## config.mk

```make
export PLATFORM = sky130hd
export DESIGN_NAME = tx_frame_serializer_flat
export DESIGN_NICKNAME = d
export VERILOG_FILES = /design/src/rtl/tx_frame_serializer_pkg.sv /design/src/rtl/tx_frame_serializer_if.sv /design/src/rtl/tx_frame_serializer_crc.sv /design/src/rtl/tx_frame_serializer.sv /design/src/flat_wrapper.sv
export SDC_FILE = /design/constraint.sdc
export NUM_CORES = 1
export LEC_CHECK = 0
export BUFFER_PORTS_ARGS = -buffer_cell sky130_fd_sc_hd__buf_2
export CORE_ASPECT_RATIO = 2
export CORE_UTILIZATION = 40
export DETAILED_ROUTE_END_ITERATION = 16
export GPL_TIMING_DRIVEN = 1
export RECOVER_POWER = 50
export SLEW_MARGIN = 20
export SYNTH_ARGS = -nofsm -noshare
export SYNTH_HDL_FRONTEND = slang
export SYNTH_SLANG_ARGS = --single-unit
```

## constraint.sdc

```tcl
create_clock -name clk -period 3.05 [get_ports clk]
set_clock_uncertainty 0.15 [all_clocks]
set_input_delay 0.4575 -clock clk [delete_from_list [all_inputs] [get_ports clk]]
set_output_delay 0.4575 -clock clk [all_outputs]
set_load 0.01 [all_outputs]
```

## src/rtl/tx_frame_serializer_pkg.sv

```systemverilog
// Shared types and constants for the F2F TX frame serializer: FSM states,
// FIFO command codes and the CRC-16/CCITT-FALSE single-bit update.
package tx_serdes_pkg;

  typedef enum logic [2:0] {
    IDLE     = 3'd0,
    SYNC     = 3'd1,
    LOAD     = 3'd2,
    DATA     = 3'd3,
    CRC      = 3'd4,
    WAIT_ACK = 3'd5,
    CMD      = 3'd6,
    SETTLE   = 3'd7
  } state_t;

  localparam logic [3:0] CMD_NONE   = 4'd0;
  localparam logic [3:0] CMD_COMMIT = 4'd1;
  localparam logic [3:0] CMD_RESEND = 4'd2;

  localparam logic [15:0] CRC16_POLY = 16'h1021;
  localparam logic [15:0] CRC16_INIT = 16'hFFFF;

  // MSB-first, non-reflected shift: feedback is the outgoing MSB XOR the new bit.
  function automatic logic [15:0] crc16_step(input logic [15:0] crc_in,
                                             input logic        bit_in);
    logic        fb;
    logic [15:0] nxt;
    fb  = crc_in[15] ^ bit_in;
    nxt = {crc_in[14:0], 1'b0};
    if (fb) begin
      nxt = nxt ^ CRC16_POLY;
    end
    return nxt;
  endfunction

endpackage

```

## src/rtl/tx_frame_serializer_if.sv

```systemverilog
// FIFO-head port between the TX FIFO and the frame serializer.
// fifo_rd_en and fifo_command are one-cycle pulses from the serializer; the FIFO
// presents the new head on fifo_dout two cycles after either, and fifo_empty
// is only trusted by the serializer while it is idle or waiting for a word.
interface tx_frame_serializer_if #(
  parameter int DATA_WIDTH = 32
);
  import tx_serdes_pkg::*;

  logic [DATA_WIDTH-1:0] fifo_dout;
  logic                  fifo_empty;
  logic                  fifo_rd_en;
  logic [3:0]            fifo_command;

  modport master (
    input  fifo_dout,
    input  fifo_empty,
    output fifo_rd_en,
    output fifo_command
  );

  modport slave (
    output fifo_dout,
    output fifo_empty,
    input  fifo_rd_en,
    input  fifo_command
  );

endinterface

```

## src/rtl/tx_frame_serializer_crc.sv

```systemverilog
// Bit-serial CRC-16/CCITT-FALSE register: init has priority over en,
// one payload bit is folded in per enabled cycle.
module crc16_ccitt_serial
  import tx_serdes_pkg::*;
(
  input  logic        clk,
  input  logic        reset_n,
  input  logic        init,
  input  logic        en,
  input  logic        bit_in,
  output logic [15:0] crc
);

  logic [15:0] crc_q;
  logic [15:0] crc_d;

  always_comb begin
    crc_d = crc_q;
    if (init) begin
      crc_d = CRC16_INIT;
    end else if (en) begin
      crc_d = crc16_step(crc_q, bit_in);
    end
  end

  always_ff @(posedge clk) begin
    if (!reset_n) begin
      crc_q <= CRC16_INIT;
    end else begin
      crc_q <= crc_d;
    end
  end

  assign crc = crc_q;

endmodule

```

## src/rtl/tx_frame_serializer.sv

```systemverilog
// Pulls payload words from the TX FIFO head and sends sync + payload + CRC-16
// MSB-first on one serial lane, then commits or rewinds the frame on ACK/NACK.
module tx_frame_serializer
  import tx_serdes_pkg::*;
#(
  parameter int          DATA_WIDTH   = 32,
  parameter int          FRAME_WORDS  = 4,
  parameter logic [15:0] SYNC_PATTERN = 16'hF0A5,
  parameter int          ACK_TIMEOUT  = 1024,
  parameter int          MAX_RETRIES  = 3
)(
  input  logic                  clk,
  input  logic                  reset_n,
  input  logic                  enable,
  tx_frame_serializer_if.master fifo,
  input  logic                  ack_valid,
  input  logic                  ack_ok,
  output logic                  tx_bit,
  output logic                  tx_valid,
  output logic                  tx_sof,
  output logic                  frame_sent,
  output logic                  retry_err,
  output logic                  busy,
  output state_t                dbg_state,
  output logic [7:0]            dbg_retry_cnt
);

  // bit_cnt must also count the 16 sync and CRC bits, hence the 4-bit floor.
  localparam int BIT_W = ($clog2(DATA_WIDTH) < 4) ? 4 : $clog2(DATA_WIDTH);
  localparam int WC_W  = ($clog2(FRAME_WORDS + 1) < 1) ? 1 : $clog2(FRAME_WORDS + 1);
  localparam int RC_W  = ($clog2(MAX_RETRIES + 1) < 1) ? 1 : $clog2(MAX_RETRIES + 1);
  localparam int TO_W  = ($clog2(ACK_TIMEOUT) < 1) ? 1 : $clog2(ACK_TIMEOUT);

  localparam logic [BIT_W-1:0] BIT_LAST_DATA = BIT_W'(DATA_WIDTH - 1);
  localparam logic [BIT_W-1:0] BIT_LAST_16   = BIT_W'(15);
  localparam logic [WC_W-1:0]  WORD_LAST     = WC_W'(FRAME_WORDS - 1);
  localparam logic [RC_W-1:0]  RETRY_MAX     = RC_W'(MAX_RETRIES);
  localparam logic [TO_W-1:0]  TIMEOUT_LAST  = TO_W'(ACK_TIMEOUT - 1);

  state_t                state_q,    state_d;
  logic [BIT_W-1:0]      bit_cnt_q,  bit_cnt_d;
  logic [WC_W-1:0]       word_cnt_q, word_cnt_d;
  logic [RC_W-1:0]       retry_cnt_q, retry_cnt_d;
  logic [TO_W-1:0]       timeout_q,  timeout_d;
  logic [DATA_WIDTH-1:0] shift_q,    shift_d;
  logic [3:0]            cmd_q,      cmd_d;
  logic                  drop_q,     drop_d;

  logic        crc_init;
  logic        crc_en;
  logic [15:0] crc_val;
  logic [3:0]  bit_idx;
  logic        rd_en;
  logic [3:0]  command;

  // The 16-bit fields go out MSB-first, so the pattern index is 15 - bit_cnt.
  assign bit_idx = 4'd15 - bit_cnt_q[3:0];

  crc16_ccitt_serial u_crc (
    .clk     (clk),
    .reset_n (reset_n),
    .init    (crc_init),
    .en      (crc_en),
    .bit_in  (shift_q[DATA_WIDTH-1]),
    .crc     (crc_val)
  );

  always_comb begin
    state_d     = state_q;
    bit_cnt_d   = bit_cnt_q;
    word_cnt_d  = word_cnt_q;
    retry_cnt_d = retry_cnt_q;
    timeout_d   = timeout_q;
    shift_d     = shift_q;
    cmd_d       = cmd_q;
    drop_d      = drop_q;
    crc_init    = 1'b0;
    crc_en      = 1'b0;
    tx_bit      = 1'b0;
    tx_valid    = 1'b0;
    tx_sof      = 1'b0;
    frame_sent  = 1'b0;
    retry_err   = 1'b0;
    rd_en       = 1'b0;
    command     = CMD_NONE;

    unique case (state_q)
      IDLE: begin
        if (enable && !fifo.fifo_empty) begin
          state_d    = SYNC;
          crc_init   = 1'b1;
          word_cnt_d = '0;
          bit_cnt_d  = '0;
        end
      end

      SYNC: begin
        tx_valid  = 1'b1;
        tx_bit    = SYNC_PATTERN[bit_idx];
        tx_sof    = (bit_cnt_q == '0);
        bit_cnt_d = bit_cnt_q + BIT_W'(1);
        if (bit_cnt_q == BIT_LAST_16) begin
          bit_cnt_d = '0;
          state_d   = LOAD;
        end
      end

      LOAD: begin
        if (!fifo.fifo_empty) begin
          shift_d   = fifo.fifo_dout;
          rd_en     = 1'b1;
          bit_cnt_d = '0;
          state_d   = DATA;
        end
      end

      DATA: begin
        tx_valid  = 1'b1;
        tx_bit    = shift_q[DATA_WIDTH-1];
        crc_en    = 1'b1;
        shift_d   = shift_q << 1;
        bit_cnt_d = bit_cnt_q + BIT_W'(1);
        if (bit_cnt_q == BIT_LAST_DATA) begin
          bit_cnt_d  = '0;
          word_cnt_d = word_cnt_q + WC_W'(1);
          state_d    = (word_cnt_q == WORD_LAST) ? CRC : LOAD;
        end
      end

      CRC: begin
        tx_valid  = 1'b1;
        tx_bit    = crc_val[bit_idx];
        bit_cnt_d = bit_cnt_q + BIT_W'(1);
        if (bit_cnt_q == BIT_LAST_16) begin
          bit_cnt_d = '0;
          timeout_d = '0;
          state_d   = WAIT_ACK;
        end
      end

      WAIT_ACK: begin
        timeout_d = timeout_q + TO_W'(1);
        // A real response in the timeout cycle takes precedence over the timeout.
        if (ack_valid && ack_ok) begin
          state_d     = CMD;
          cmd_d       = CMD_COMMIT;
          drop_d      = 1'b0;
          retry_cnt_d = '0;
          timeout_d   = '0;
        end else if (ack_valid || (timeout_q == TIMEOUT_LAST)) begin
          state_d   = CMD;
          timeout_d = '0;
          if (retry_cnt_q < RETRY_MAX) begin
            retry_cnt_d = retry_cnt_q + RC_W'(1);
            cmd_d       = CMD_RESEND;
            drop_d      = 1'b0;
          end else begin
            retry_cnt_d = '0;
            cmd_d       = CMD_COMMIT;
            drop_d      = 1'b1;
          end
        end
      end

      CMD: begin
        command    = cmd_q;
        frame_sent = (cmd_q == CMD_COMMIT) && !drop_q;
        retry_err  = drop_q;
        state_d    = SETTLE;
      end

      SETTLE: begin
        // Gives the FIFO time to present the committed/rewound head word.
        state_d = IDLE;
      end

      default: begin
        state_d = IDLE;
      end
    endcase
  end

  always_ff @(posedge clk) begin
    if (!reset_n) begin
      state_q     <= IDLE;
      bit_cnt_q   <= '0;
      word_cnt_q  <= '0;
      retry_cnt_q <= '0;
      timeout_q   <= '0;
      shift_q     <= '0;
      cmd_q       <= CMD_NONE;
      drop_q      <= 1'b0;
    end else begin
      state_q     <= state_d;
      bit_cnt_q   <= bit_cnt_d;
      word_cnt_q  <= word_cnt_d;
      retry_cnt_q <= retry_cnt_d;
      timeout_q   <= timeout_d;
      shift_q     <= shift_d;
      cmd_q       <= cmd_d;
      drop_q      <= drop_d;
    end
  end

  assign fifo.fifo_rd_en   = rd_en;
  assign fifo.fifo_command = command;
  assign busy              = (state_q != IDLE);
  assign dbg_state         = state_q;
  assign dbg_retry_cnt     = 8'(retry_cnt_q);

endmodule

```

## src/flat_wrapper.sv

```systemverilog
// flat-port wrapper written by rule: the top's interface ports become plain ports
module tx_frame_serializer_flat import tx_serdes_pkg::*;
#(
  parameter int          DATA_WIDTH   = 32,
  parameter int          FRAME_WORDS  = 4,
  parameter logic [15:0] SYNC_PATTERN = 16'hF0A5,
  parameter int          ACK_TIMEOUT  = 1024,
  parameter int          MAX_RETRIES  = 3
)
  (clk, reset_n, enable, ack_valid, ack_ok, tx_bit, tx_valid, tx_sof, frame_sent, retry_err, busy, dbg_state, dbg_retry_cnt, fifo_fifo_dout, fifo_fifo_empty, fifo_fifo_rd_en, fifo_fifo_command);
  tx_frame_serializer_if #(.DATA_WIDTH(DATA_WIDTH)) fifo_i ();
  input  logic clk;
  input  logic reset_n;
  input  logic enable;
  input  logic ack_valid;
  input  logic ack_ok;
  output logic tx_bit;
  output logic tx_valid;
  output logic tx_sof;
  output logic frame_sent;
  output logic retry_err;
  output logic busy;
  output state_t dbg_state;
  output logic [7:0] dbg_retry_cnt;
  input wire logic [$bits(fifo_i.fifo_dout)-1:0] fifo_fifo_dout;
  input wire logic [$bits(fifo_i.fifo_empty)-1:0] fifo_fifo_empty;
  output wire logic [$bits(fifo_i.fifo_rd_en)-1:0] fifo_fifo_rd_en;
  output wire logic [$bits(fifo_i.fifo_command)-1:0] fifo_fifo_command;
  assign fifo_i.fifo_dout = fifo_fifo_dout;
  assign fifo_i.fifo_empty = fifo_fifo_empty;
  assign fifo_fifo_rd_en = fifo_i.fifo_rd_en;
  assign fifo_fifo_command = fifo_i.fifo_command;
  tx_frame_serializer #(.DATA_WIDTH(DATA_WIDTH), .FRAME_WORDS(FRAME_WORDS), .SYNC_PATTERN(SYNC_PATTERN), .ACK_TIMEOUT(ACK_TIMEOUT), .MAX_RETRIES(MAX_RETRIES)) u_core (.clk(clk), .reset_n(reset_n), .enable(enable), .fifo(fifo_i), .ack_valid(ack_valid), .ack_ok(ack_ok), .tx_bit(tx_bit), .tx_valid(tx_valid), .tx_sof(tx_sof), .frame_sent(frame_sent), .retry_err(retry_err), .busy(busy), .dbg_state(dbg_state), .dbg_retry_cnt(dbg_retry_cnt));
endmodule
```

; ---- Word level (Yosys, flattened, before mapping)
; Memory sizes are Yosys's and may differ from the RTL's.
; Cells that the tools add are included.
[word_totals]
register_bits = 76
rom_bits = 16
in_bits = 38
memories = 1
[op_classes]
n_addsub = 5
n_lt_le_gt_ge = 2
eq_ne = 18
muxes = 47
n_bitwise = 3
n_reduce_logical = 23
[mem_list]
columns = memory, depth, word_bits, read_ports, rd_clocked_by_memory_dff, write_ports, line
row1 = (name not given), 16, 1, 1, 0, 0, tx_frame_serializer.sv:99  ; tx_bit = SYNC_PATTERN[bit_idx];
[ops]
columns = cell, n
row1 = $pmux 32 s2, 1
row2 = $mux 32, 1
row3 = $mux 10, 3
row4 = $mux 3, 10
row5 = $pmux 3 s8, 1
row6 = $mux 5, 4
row7 = $pmux 10 s2, 1
row8 = $pmux 5 s4, 1
row9 = $mux 1, 14
row10 = $mux 13, 1
row11 = $eq 3x3->1 const B, 4
row12 = $mux 4, 3
row13 = $add 10x1->10 const B, 1
row14 = $eq 10x10->1 const B, 1
row15 = $eq 3x2->1 const B, 3
row16 = $mux 2, 4
row17 = $ne 2x1->1 const B, 4
row18 = $reduce_bool 2->1, 4
row19 = $pmux 3 s2, 1
row20 = $reduce_and 2->1, 3
row21 = $reduce_and 3->1, 2
row22 = $reduce_and 6->1, 1
row23 = $add 5x1->5 const B, 1
row24 = $eq 5x4->1 const B, 1
row25 = 24 further kinds, 28

; ---- Depth between registers and ports, before layout
[depth]
word_depth = 5
depth_mapped = 8
mapped_depth_nobuf = 8

; ---- Hierarchy
; Synthesis repeated with hierarchy kept, for this count alone.
[unflattened]
cells_unflattened = 425
area_unflattened_um2 = 3708.6
[modules_own_cells]
columns = mod, instances, cells_per_inst, area_per_inst_um2, seq_area_each_um2
row1 = tx_frame_serializer, 1, 368, 3078.0, 1161.1
row2 = crc16_ccitt_serial, 1, 57, 630.6, 320.3

; ---- Least setup slack after synthesis
; Ideal clock, no wire load.
[synth_timing]
path_type = register to output
startpoint = reg u_core.state_q[1], in the netlist u_core.dbg_state[1]
endpoint = out frame_sent
arrival_time_ns = 1.520
required_ns = 2.442
slack_ns = 0.922
stages_incl_launch_ff = 5
n_path_buf = 2
cell_sequence = dfxtp_1 -> clkbuf_1 -> clkbuf_1 -> and3_1 -> nor3b_1
[synth_via]
elab_chain_len = 2
[synth_lines]
columns = element, line
row1 = from (decl), tx_frame_serializer.sv:40  ; state_t state_q, state_d;
row2 = from (signal assigned), tx_frame_serializer.sv:194  ; state_q <= state_d;
row3 = $eq 3x3->1, tx_frame_serializer.sv:87  ; unique case (state_q)
row4 = $mux 1, tx_frame_serializer.sv:87
row5 = to (decl), flat_wrapper.sv:20  ; output logic frame_sent;
; No other way between the ends.

; ---- Worst setup path in the final report
[layout_timing]
startpoint = reg u_core.state_q[1], in the netlist u_core.dbg_state[1]
endpoint = out fifo_fifo_rd_en
[layout_via]
elab_chain_len = 2
[layout_lines]
columns = element, line
row1 = $eq 3x2->1, tx_frame_serializer.sv:87
row2 = $mux 1, tx_frame_serializer.sv:87
row3 = to (decl), flat_wrapper.sv:27  ; output wire logic [$bits(fifo_i.fifo_rd_en)-1:0] fifo_fifo_rd_en;
; No other way between the ends.

==> results.py <==
metrics = {
    "outcome": {
        "status": "finished, final reports clean",
    },
    "sta": {
        "final.period_utilization_pct": 90.8,
        "max_freq_mhz": 361,
        "worst-slew-pin-transition_ps": 919,
        "fin_tns_setup_ps": 0,
        "final-max-slew-violation-count": 0,
        "slew_headroom_pct": 38.7,
        "rsz0062_at_grt": "false",
        "period_needed_ps": 2770,
        "setup_violations": 0,
        "final_hold_viol_count": 0,
    },
    "worst_setup_path": {
        "required_ps": 2440,
        "cp-end-kind": "output port",
        "worstPathArrival_ps": 2160,
        "worst_setup_path_start_kind": "register",
        "crit_type": "reg -> out",
        "worstPathMaxFanout": 33,
    },
    "drt": {
        "ant_nets": 0,
        "dr.pass1.iters": 4,
        "viasPerCell": 5.51,
        "final_routed_wire_length_divided_by_cell_count_microns": 14.7,
        "drcViolationCount": 0,
        "num_vias": 3157,
        "drt_wl_total_microns": 8400,
        "drt_first_iter_violations": 129,
    },
    "yosys": {
        "synth-edff-count": 0,
        "ys_seq_elements": 74,
        "most_used_flip_flop_cell_after_synthesis": "dfxtp_1",
        "synth.top_cell.area_share_pct": 39.6,
        "cell_area_after_synthesis_sq_um": 3740,
        "seq_area_frac_synth_pct": 39.6,
        "synth.distinct_cells": 57,
        "syn_area_per_cell_sq_um": 8.72,
        "cell_taking_the_most_area_after_synthesis": "dfxtp_1",
        "async_reset_ff_share_pct": 0,
        "ys_top_cells_by_area": "dfxtp_1 (40%), mux2i_1 (9.1%), a211oi_1 (6.6%)",
        "yosys_warnings": 0,
        "cells_after_synthesis": 429,
    },
    "global_route": {
        "grt_pass1_vias": 2987,
        "grt_pass1_wl_microns": 14000,
        "antenna_violations_before_repair": 0,
        "grt_max_degree": 47,
        "groute.usage.overall_pct": 17.8,
        "grt_overflow": 0,
    },
    "final_layout": {
        "final_cell_mix": "dfxtp_1 (74), nand2_1 (47), nor2_1 (44), buf_2 (43), mux2i_1 (34)",
        "leading_cell_type_in_the_layout_fill_and_taps_excluded": "dfxtp_1",
        "layout-area-overhead-vs-synth_pct": 14.6,
        "final_core_util_pct": 47.6,
        "nets": 513,
        "drive_above_1_share_pct": 15.3,
        "num_antenna_cells": 0,
    },
    "job": {
        "maxCapViolCount": 0,
    },
    "floorplan": {
        "effective_utilization_at_floorplan_pct": 41.5,
        "design.die.area_sq_um": 9760,
        "fp.coreArea_sq_um": 9010,
        "num_rows": 49,
        "die_w_microns": 70.4,
        "top_level_port_count": 60,
        "fp.dieH_microns": 139,
    },
    "power": {
        "max-vdd-ir-drop_mv": 0.379,
        "pwr_dens_nw_per_um2": 520,
        "power_leakage_nw": 1.70,
    },
    "min_path": {
        "holdCritPathClass": "in -> reg",
    },
    "clocking": {
        "ctsResizeCount": 0,
        "tritoncts": "built",
        "max_h_tree_level": 3,
        "post_cts.repair.setup_buffers": 0,
        "clock_insertion_delay_at_the_later_pin_of_the_skew_report_ps": 340,
        "quantity_of_hold_fixing_buffers_added_after_cts": 0,
        "max-clock-path-buffers": 2,
        "clock-sinks": 74,
        "numCtsBuffers": 9,
        "clk_transition_reported_paths_ps": 60,
        "cts.root.buffer_cell": "clkbuf_16",
    },
    "place": {
        "finalWeightedCongestion": 0.793,
        "post-dp-hpwl_microns": 5960,
        "placement.io_buffers": 51,
    },
}
==> per-stage QoR <==
step	power, mW	std cells	setup WS, ps	hold WS, ps	cell area [sq um]
after floorplan	1.14	436	922	293	3770
after global placement	1.18	557	707	322	4030
after detailed placement	1.18	557	664	331	4030
after CTS	2.26	573	296	258	4330
after global routing	2.32	573	97.9	297	4290
final	2.23	573	280	270	4290
==> critical path, stage by stage (launching register included) <==
cell and delay, ps:
dfxtp_1 750, nor4b_1 570, buf_12 320, buf_2 180
==> layer usage <==
layer / up-vias / wire length (microns) / track usage (%)
li1: 1608 / - / -
met1: 1494 / 3490 / 20.0
met2: 43 / 4510 / 31.5
met3: 12 / 217 / 2.62
met4: 0 / 184 / 9.26
met5: - / 0 / 0
==> state kept, by name (all words and copies together), names as in the netlist, 2 cells and up <==
register,flops
u_core.dbg_state,3
u_core.retry_cnt_q,2
u_core.word_cnt_q,3
u_core.timeout_q,10
u_core.shift_q,32
u_core.cmd_q,2
u_core.u_crc.crc,16
u_core.bit_cnt_q,5
==> cell usage after synthesis (2+ instances only) <==
library cell	number
o22ai_1	2
nand3b_1	4
o21a_1	2
o211ai_1	3
buf_2	8
o211a_1	2
mux2_2	3
buf_6	2
or3_1	2
nand2b_1	2
ha_1	9
nor2b_1	6
mux2i_1	34
a311oi_1	2
a32oi_1	2
a211oi_1	33
and2_1	2
a41oi_1	3
o21ai_0	13
inv_1	8
nand4b_1	3
mux4_2	2
and3_1	6
buf_4	11
nand3_1	25
a2111oi_0	2
nor3b_1	6
nor2_1	44
clkbuf_1	19
xnor2_1	3
dfxtp_1	74
a21oi_1	13
nor3_1	4
nand2_1	47
nor4_1	3
a31oi_1	3
nor4b_1	2
==> power breakdown <==
group          internal (mW)  leakage [nW]  switching, mW
combinational         0.0673         0.965         0.0798
clock                  0.655         0.141          0.417
sequential             0.988         0.598         0.0233
==> worst paths after layout <==
kind	slack, ps	from	cells past startpoint	to
worst max-delay path	280	u_core.dbg_state[1]	3	fifo_fifo_rd_en
worst min-delay path	270	fifo_fifo_dout[0]	3	u_core.shift_q[0]
worst max register to register	370	u_core.dbg_state[2]	5	u_core.shift_q[29]
worst min register to register	330	u_core.u_crc.crc[1]	2	u_core.u_crc.crc[2]
==> logic make-up (layout without fill, tap and decap cells) <==
family | after synthesis | after routing | synth area share (%)
xor gates and xnor gates | 4 | 4 | 0.937
adders and majority gates | 9 | 9 | 3.01
other | 1 | 8 | 0.100
AOI/OAI and AO/OA | 90 | 90 | 17.2
buffers and inverters | 50 | 85 | 6.79
muxes | 39 | 39 | 11.2
and+or+nand+nor | 162 | 162 | 21.1
DFF | 74 | 74 | 39.6
==> area by class of cell <==
type	count	area, sq um
Clock inverter	6	66.3
Clock buffer	10	239
Timing Repair Buffer	60	308
Inverter	9	33.8
Tap cell	102	128
Sequential cell	74	1480
Multi-Input combinational cell	312	2030
Fill cell	904	4730
No activity file was read; power rests on OpenSTA's default activity.
